File: src/rtl/branch_predict_unit.sv
// rtl/branch_predict_unit.sv - BHT-based branch predictor with EX-stage resolution and PC select
// Optional perf counters (br_count, mispred_count) enabled by defining BPU_PERF_CNT_EN.
module branch_predict_unit #(
  parameter int         XLEN     = 32,
  parameter int         IDX_BITS = 6,
  parameter logic [1:0] CNT_INIT = 2'b01
) (
  input  logic            clk,
  input  logic            rst_n,
  input  logic [XLEN-1:0] if_pc,
  output logic            pred_taken,
  input  logic            is_jal_id,
  input  logic            ex_valid,
  input  logic [XLEN-1:0] ex_pc,
  input  logic            ex_is_branch,
  input  logic            ex_is_jalr,
  input  logic [2:0]      ex_funct3,
  input  logic            ex_pred_taken,
  input  logic            BrEq,
  input  logic            BrLt,
  input  logic            stall,
  output logic [1:0]      PCSel,
  output logic            flush
`ifdef BPU_PERF_CNT_EN
  ,
  output logic [31:0]     br_count,
  output logic [31:0]     mispred_count
`endif
);

  localparam int ENTRIES = 1 << IDX_BITS;

  logic [1:0]          r_bht [ENTRIES];
  logic [IDX_BITS-1:0] w_if_idx;
  logic [IDX_BITS-1:0] w_ex_idx;
  logic                w_taken;
  logic                w_legal;
  logic                w_resolved;
  logic                w_mispred;
  logic                w_update;

  assign w_if_idx = if_pc[IDX_BITS+1:2];
  assign w_ex_idx = ex_pc[IDX_BITS+1:2];

  // No bypass: an update landing this cycle is only visible next cycle.
  assign pred_taken = rst_n & r_bht[w_if_idx][1];

  always_comb begin
    w_legal = 1'b1;
    w_taken = 1'b0;
    case (ex_funct3)
      3'b000:         w_taken = BrEq;
      3'b001:         w_taken = !BrEq;
      3'b100, 3'b110: w_taken = BrLt;
      3'b101, 3'b111: w_taken = !BrLt;
      default:        w_legal = 1'b0;
    endcase
  end

  assign w_resolved = ex_valid && ex_is_branch && w_legal;
  assign w_mispred  = w_resolved && (w_taken != ex_pred_taken);
  assign w_update   = w_resolved && !stall;

  // EX redirects outrank a JAL sitting in ID.
  always_comb begin
    PCSel = 2'b00;
    flush = 1'b0;
    if (!rst_n) begin
      PCSel = 2'b00;
      flush = 1'b0;
    end else if (ex_valid && ex_is_jalr) begin
      PCSel = 2'b10;
      flush = 1'b1;
    end else if (w_mispred && w_taken) begin
      PCSel = 2'b10;
      flush = 1'b1;
    end else if (w_mispred) begin
      PCSel = 2'b11;
      flush = 1'b1;
    end else if (is_jal_id) begin
      PCSel = 2'b01;
      flush = 1'b0;
    end
  end

  always_ff @(posedge clk or negedge rst_n) begin
    if (!rst_n) begin
      for (int i = 0; i < ENTRIES; i++) r_bht[i] <= CNT_INIT;
    end else if (w_update) begin
      if (w_taken) begin
        if (r_bht[w_ex_idx] != 2'b11) r_bht[w_ex_idx] <= r_bht[w_ex_idx] + 2'b01;
      end else begin
        if (r_bht[w_ex_idx] != 2'b00) r_bht[w_ex_idx] <= r_bht[w_ex_idx] - 2'b01;
      end
    end
  end

`ifdef BPU_PERF_CNT_EN
  logic [31:0] r_br_count;
  logic [31:0] r_mispred_count;

  always_ff @(posedge clk or negedge rst_n) begin
    if (!rst_n) begin
      r_br_count      <= '0;
      r_mispred_count <= '0;
    end else if (w_update) begin
      r_br_count <= r_br_count + 32'd1;
      if (w_mispred) r_mispred_count <= r_mispred_count + 32'd1;
    end
  end

  assign br_count      = r_br_count;
  assign mispred_count = r_mispred_count;
`endif

endmodule
File: config.mk
export PLATFORM = sky130hd
export DESIGN_NAME = branch_predict_unit
export DESIGN_NICKNAME = d
export VERILOG_FILES = /design/src/rtl/branch_predict_unit.sv
export SDC_FILE = /design/constraint.sdc
export NUM_CORES = 1
export LEC_CHECK = 0
export CAP_MARGIN = 30
export CORE_MARGIN = 4
export CORE_UTILIZATION = 40
export CTS_CLUSTER_DIAMETER = 100
export DETAILED_ROUTE_END_ITERATION = 8
export PLACE_DENSITY = 0.72
export SLEW_MARGIN = 5
export SYNTH_ARGS = -nofsm -noshare
export SYNTH_HDL_FRONTEND = slang
export SYNTH_SLANG_ARGS = --single-unit
File: constraint.sdc
create_clock -name clk -period 4.4 [get_ports clk]
set_clock_uncertainty 0.15 [all_clocks]
set_input_delay 0.88 -clock clk [delete_from_list [all_inputs] [get_ports clk]]
set_output_delay 0.88 -clock clk [all_outputs]
set_load 0.01 [all_outputs]
# Yosys cells after proc, flatten, opt, wreduce, memory -nomap -nowiden
# Cells that the tools add are included.
dict set report totals {
  ff_bits 128
  inputBits 77
  output_inout_bits 4
  wordCells 121
}
dict set report op_classes {
  n_addsub 2
  order_cmp 3
  n_eq_ne 8
  mux 24
  bitwise_logic 3
  reduce_logical 17
}
# operator count
set op_table {}
lappend op_table {{2-to-1 mux 128 bit} 3}
lappend op_table {{bitwise mux 128 bit} 2}
lappend op_table {{binary-select mux 2 bit (select 6 bit)} 2}
lappend op_table {{2-to-1 mux 2 bit} 9}
lappend op_table {{greater-or-equal comparator 7 bit (second input constant)} 2}
lappend op_table {{inverter 6 -> 7 bit} 2}
lappend op_table {{demux 2 bit (select 6 bit)} 1}
lappend op_table {{== test 3 bit (second input constant)} 4}
lappend op_table {{logical AND 1 bit} 7}
lappend op_table {{< comparator 7 x 1 -> 1 bit (second input constant)} 1}
lappend op_table {{2-to-1 mux 1 bit} 6}
lappend op_table {{OR reduction 6 bit} 1}
lappend op_table {{case mux 1 bit (4 select lines)} 1}
lappend op_table {{nonzero test 2 bit} 2}
lappend op_table {{OR reduction 2 bit} 2}
lappend op_table {{== test 3 x 1 -> 1 bit (second input constant)} 1}
lappend op_table {{zero test 1 bit} 3}
lappend op_table {{zero test 3 bit} 1}
lappend op_table {{AND reduction 3 bit} 1}
lappend op_table {{adder 2 x 1 -> 2 bit (second input constant)} 1}
lappend op_table {{inequality test 2 x 1 -> 1 bit (second input constant)} 1}
lappend op_table {{inequality test 2 bit (second input constant)} 1}
lappend op_table {{subtractor 2 x 1 -> 2 bit (second input constant)} 1}
lappend op_table {{bitwise AND 1 bit} 1}
lappend op_table {{inequality test 1 bit} 1}

# Logic depth before layout (Yosys ltp)
dict set report logic_depth {
  ltp_word 9
  mapped_depth 17
  ltp_nobuf 11
}

# Worst setup path before layout
# OpenSTA, ideal clock, no wires.
dict set report synth_timing {
  kind {input -> register}
  from {input ex_pc[2]}
  to {register r_bht[23] (netlist bit)}
  setup_time_ns 0.128
  arrival_time_ns 3.739
  required_ns 4.122
  path_slack_ns 0.384
  cell_stages 14
  n_path_buf 5
  path_cell_list {buf_2 buf_2 buf_6 o22ai_1 a221o_1 and2_4 or4b_1 ha_1 a21bo_1 and3b_1 buf_2 buf_4 nand3_1 mux2_1}
}
dict set report synth_between {
  elab_chain_len 8
  elab_cells_between_ends 21
  cone_classes {2 x add/sub; 2 x order compare; 2 x eq/ne; 10 x mux; 1 x bitwise; 4 x reduce/logical}
}
# item line
set synth_lines {}
lappend synth_lines {{start, declared} 14} ;# input logic [XLEN-1:0] ex_pc,
lappend synth_lines {{inverter 6 -> 7 bit (not written as such) *} {91, 93}}
lappend synth_lines {{binary-select mux 2 bit (select 6 bit), or another cell as far along} {91, 93}}
lappend synth_lines {{2-to-1 mux 2 bit (not written as such) or logical AND 1 bit (tied branches)} {91, 93}}
lappend synth_lines {{2-to-1 mux 2 bit (not written as such)} {91, 93}}
lappend synth_lines {{subtractor 2 x 1 -> 2 bit, or another cell as far along} 93} ;# if (r_bht[w_ex_idx] != 2'b00) r_bht[w_ex_idx] <= r_bht[w_ex_idx] - 2'b01;
lappend synth_lines {{bitwise mux 128 bit (on tied branches)} {93, 91}}
lappend synth_lines {{2-to-1 mux 128 bit (on tied branches)} {93, 91}}
lappend synth_lines {{2-to-1 mux 128 bit} 90} ;# if (w_taken) begin
lappend synth_lines {{end, declared} 33} ;# logic [1:0] r_bht [ENTRIES];
# Every way passes the cells marked *; elsewhere a longest branch is shown, timed or not. The select of a mux whose other input is x is not followed.
# A chain may end at the register's enable or synchronous reset.

# Worst setup path after layout
dict set report layout_timing {
  from {input if_pc[3]}
  to {output pred_taken}
}
dict set report layout_between {
  elab_chain_len 5
}
# item line
set layout_lines {}
lappend layout_lines {{start, declared} 10} ;# input logic [XLEN-1:0] if_pc,
lappend layout_lines {{inverter 6 -> 7 bit (not written as such)} 46} ;# assign pred_taken = rst_n & r_bht[w_if_idx][1];
lappend layout_lines {{binary-select mux 2 bit (select 6 bit)} 46}
lappend layout_lines {{2-to-1 mux 2 bit (not written as such) (2 in series)} 46}
lappend layout_lines {{bitwise AND 1 bit} 46}
lappend layout_lines {{end, declared} 11} ;# output logic pred_taken,
# No other way between the ends. The select of a mux whose other input is x is not followed.

==> summary.md <==
| Metric | Value |
|---|---|
| Max_cap viols | `0` |
| DRC viols | `0` |
| Share of cells above drive strength 1 | `a little under half` |
| Largest net degree at the start of global routing | `65` |
| Ys flop type | `dfstp_2` |
| Fin nets | `around 740` |
| Number of CTS-inserted buffers | `17` |
| Number of synthesized flops with an enable pin | `0` |
| Worst setup EP type | `output pin` |
| Initial antenna violation count | `0` |
| Post-DR wirelength/cell | `approximately 22 microns` |
| Sink Count | `roughly 130` |
| Pwr Density | `about 360 mW/mm^2` |
| Io pins | `roughly 80` |
| P&R area growth vs syn | `19.87%` |
| First-pass GRT wire length | `~32 mm` |
| Worst EP arrival | `between 3000 and 4000 ps` |
| Final critical-path required period | `4213 ps` |
| DRT Wirelength | `between 15 and 20 mm` |
| Synth top area cells | `dfstp_2 23%, dfrtp_1 22%, mux2_2 15%` |
| HP Class | `input pin to asynchronous set/reset pin` |
| ANT nets after route | `0` |
| Fmax | `0.2373 GHz` |
| WL met2 | `approximately 9.7 mm` |
| Synth cell types | `69` |
| Avg Cell Area, Syn | `between 10 and 15 sq um` |
| Worst-Margin Slew | `about 840 ps` |
| Syn nets | `between 600 and 700` |
| Pwr Total | `3196 uW` |
| Vias | `about 5600` |
| Post-Syn Area | `between 0.007 and 0.008 sq mm` |
| Worst-path clk slew | `around 60 ps` |
| Die Span X | `about 140 microns` |
| RSZ-0062 raised after global routing | `no` |
| Synth warn | `0` |
| CTS tree | `yes` |
| Max-slew violation count | `0` |
| Final hold vios | `0` |
| Fill count | `between 1500 and 2000` |
| Sum Neg Setup Slack | `0 ps` |
| Crit Path Class | `input pin to output pin` |
| Status | `complete, no violations` |
| Cell taking the most area after synthesis | `dfstp_2` |
| Worst reg-to-reg setup slack | `approximately 860 ps` |
| Cell count after synthesis | `601` |
| Sequential fraction of the synthesis area | `approximately 44%` |
| Core Box Area | `approximately 0.018 sq mm` |
| Grt total ovfl | `0` |
| Max transition margin | `a little over two fifths` |
| DR pass1 iterations | `5` |
| Initial DRC count | `approximately 660` |
| Dpl hpwl | `around 14 mm` |
| Vias in the first global route | `slightly below 6000` |
| Top sig layer | `met4` |
| Antenna diodes | `0` |
| Critical path peak fanout | `7` |
| Initial Util | `between 40% and 50%` |
| Register-to-Register Path Depth | `12` |
| CTS root buf | `clkbuf_16` |
| RR Endpoint | `r_bht[21]` |
| Req. time, crit path | `~3400 ps` |
| Post-synth top area share | `22.66%` |
| Port Buffer Count | `28` |
| Hold-fix buffers at CTS | `0` |
| Wl on met1 | `between 8 and 9 mm` |
| Clock buffer depth | `2` |
| Die area | `0.02079 sq mm` |
| Leakage | `roughly 0.0038 uW` |
| Met3 WL post-DR | `between 1 and 1.5 mm` |
| Clk_lat worst skew | `about 420 ps` |
| Row count | `49` |
| Period Utilization, post-route | `between 90 and 100%` |
| Die Span Y | `144.2 microns` |
| Final setup fails | `0` |
| Peak supply drop | `0.0002414 V` |
| Post-synth ARST share | `100.0%` |
| Drt via density | `6.250` |
| Synthesis-stage register bit count | `approximately 130` |
| GPL Wtd Cong | `around 0.92` |
| CTS H-tree lvls | `4` |
| GRT Total Usage | `20.08%` |
| Worst Setup Start Kind | `input pin` |
kinds of logic after synthesis:
kind of cell	after synthesis	synth area share (%)
flops	128	44.25
mux	155	28.80
fa+ha+maj	2	0.3372
compound gates	121	11.74
buf+inv	58	4.232
simple gates	133	10.17
xor+xnor	4	0.4723
power breakdown:
part / internal, uW / total [uW] / leakage (uW) / switching [uW]
clock network: 992 / 1490 / 0.000300 / 503
logic: 185 / 435 / 0.00196 / 250
registers: 1230 / 1270 / 0.00155 / 32.2
final cells by class:
class / count / area (sq um) / share of cell area [%]
multi-input cells: 415 / 3830 / 43.06
inverters: 8 / 30.03 / 0.3376
clock buffers: 23 / 478.0 / 5.374
well taps: 229 / 286.5 / 3.222
flip-flops and latches: 128 / 3283 / 36.92
clock inverters: 9 / 156.4 / 1.759
repair buffers: 89 / 829.5 / 9.328
repair_timing:
| item | in CTS | in global routing |
|---|---|---|
| resized for setup | 3 | 2 |
| endpoints found under the setup margin | 1 | 14 |
| setup buffers | 0 | 0 |
worst max-delay path by stage:
stage | start | endpoint | slack [ps]
floorplan | ex_pc[2] | r_bht[23] | 380
global placement | ex_pc[2] | r_bht[11] | -210
detailed placement | ex_pc[2] | r_bht[55] | -270
CTS | ex_pc[2] | r_bht[21] | 170
global route | if_pc[3] | pred_taken | 60
finish | if_pc[3] | pred_taken | 190
worst max-delay path, stage by stage:
cell	delay, ps
clkdlybuf4s50_1	500
buf_12	140
mux4_2	500
mux4_2	490
o211a_1	210
o21ai_0	80
nand3_1	80
dlygate4sd2_1	290
layer usage:
metal	up-vias	GRT usage, %
met5	-	0
met4	0	8.247
met3	50	5.489
met2	240	32.46
met1	2888	25.61
li1	2453	-
through the flow:
step	utilization [%]	std cells	hold WS, ps	cell area [sq um]	setup WS, ps
finish	49.17	901	192.4	8894	186.7
global route	49.17	901	196.1	8894	57.07
CTS	49.16	901	186.8	8891	167.8
detailed placement	45.65	869	332.1	8255	-265.6
global placement	45.65	869	309.2	8255	-215.0
floorplan	-	601	292.2	7420	383.6
layout by cell type (no fill, tap or decap), types with 8 or more instances in the layout:
master / netlist / final
nand2_1: 26 / 26
nand3_1: 30 / 30
nand4_1: 16 / 16
dfstp_2: 64 / 64
a21oi_1: 8 / 8
clkdlybuf4s50_1: 0 / 22
clkbuf_16: 0 / 17
nor2_1: 11 / 11
o21ai_0: 39 / 39
o31ai_1: 23 / 23
and3_1: 13 / 13
dfrtp_1: 64 / 64
buf_12: 1 / 8
mux2i_1: 14 / 14
buf_4: 6 / 53
mux4_2: 25 / 25
mux4_1: 8 / 8
nor2b_1: 9 / 9
mux2_2: 100 / 100
synthesized netlist by cell type, drive strengths merged, types with 3 or more instances:
| cell type | instances |
|---|---|
| mux2i | 14 |
| o22ai | 7 |
| nand2 | 26 |
| and2 | 4 |
| a22oi | 6 |
| and3b | 3 |
| clkbuf | 22 |
| a221oi | 6 |
| mux2 | 108 |
| nand3 | 30 |
| nor2 | 12 |
| dfstp | 64 |
| nor2b | 9 |
| nor3b | 3 |
| nand4 | 16 |
| a21oi | 8 |
| inv | 7 |
| and3 | 13 |
| o221ai | 3 |
| xnor2 | 3 |
| a31oi | 3 |
| o31ai | 30 |
| dfrtp | 64 |
| o21ai | 40 |
| a211oi | 3 |
| buf | 28 |
| nor3 | 6 |
| mux4 | 33 |
Note: power is estimated with default switching activity, not from simulation.
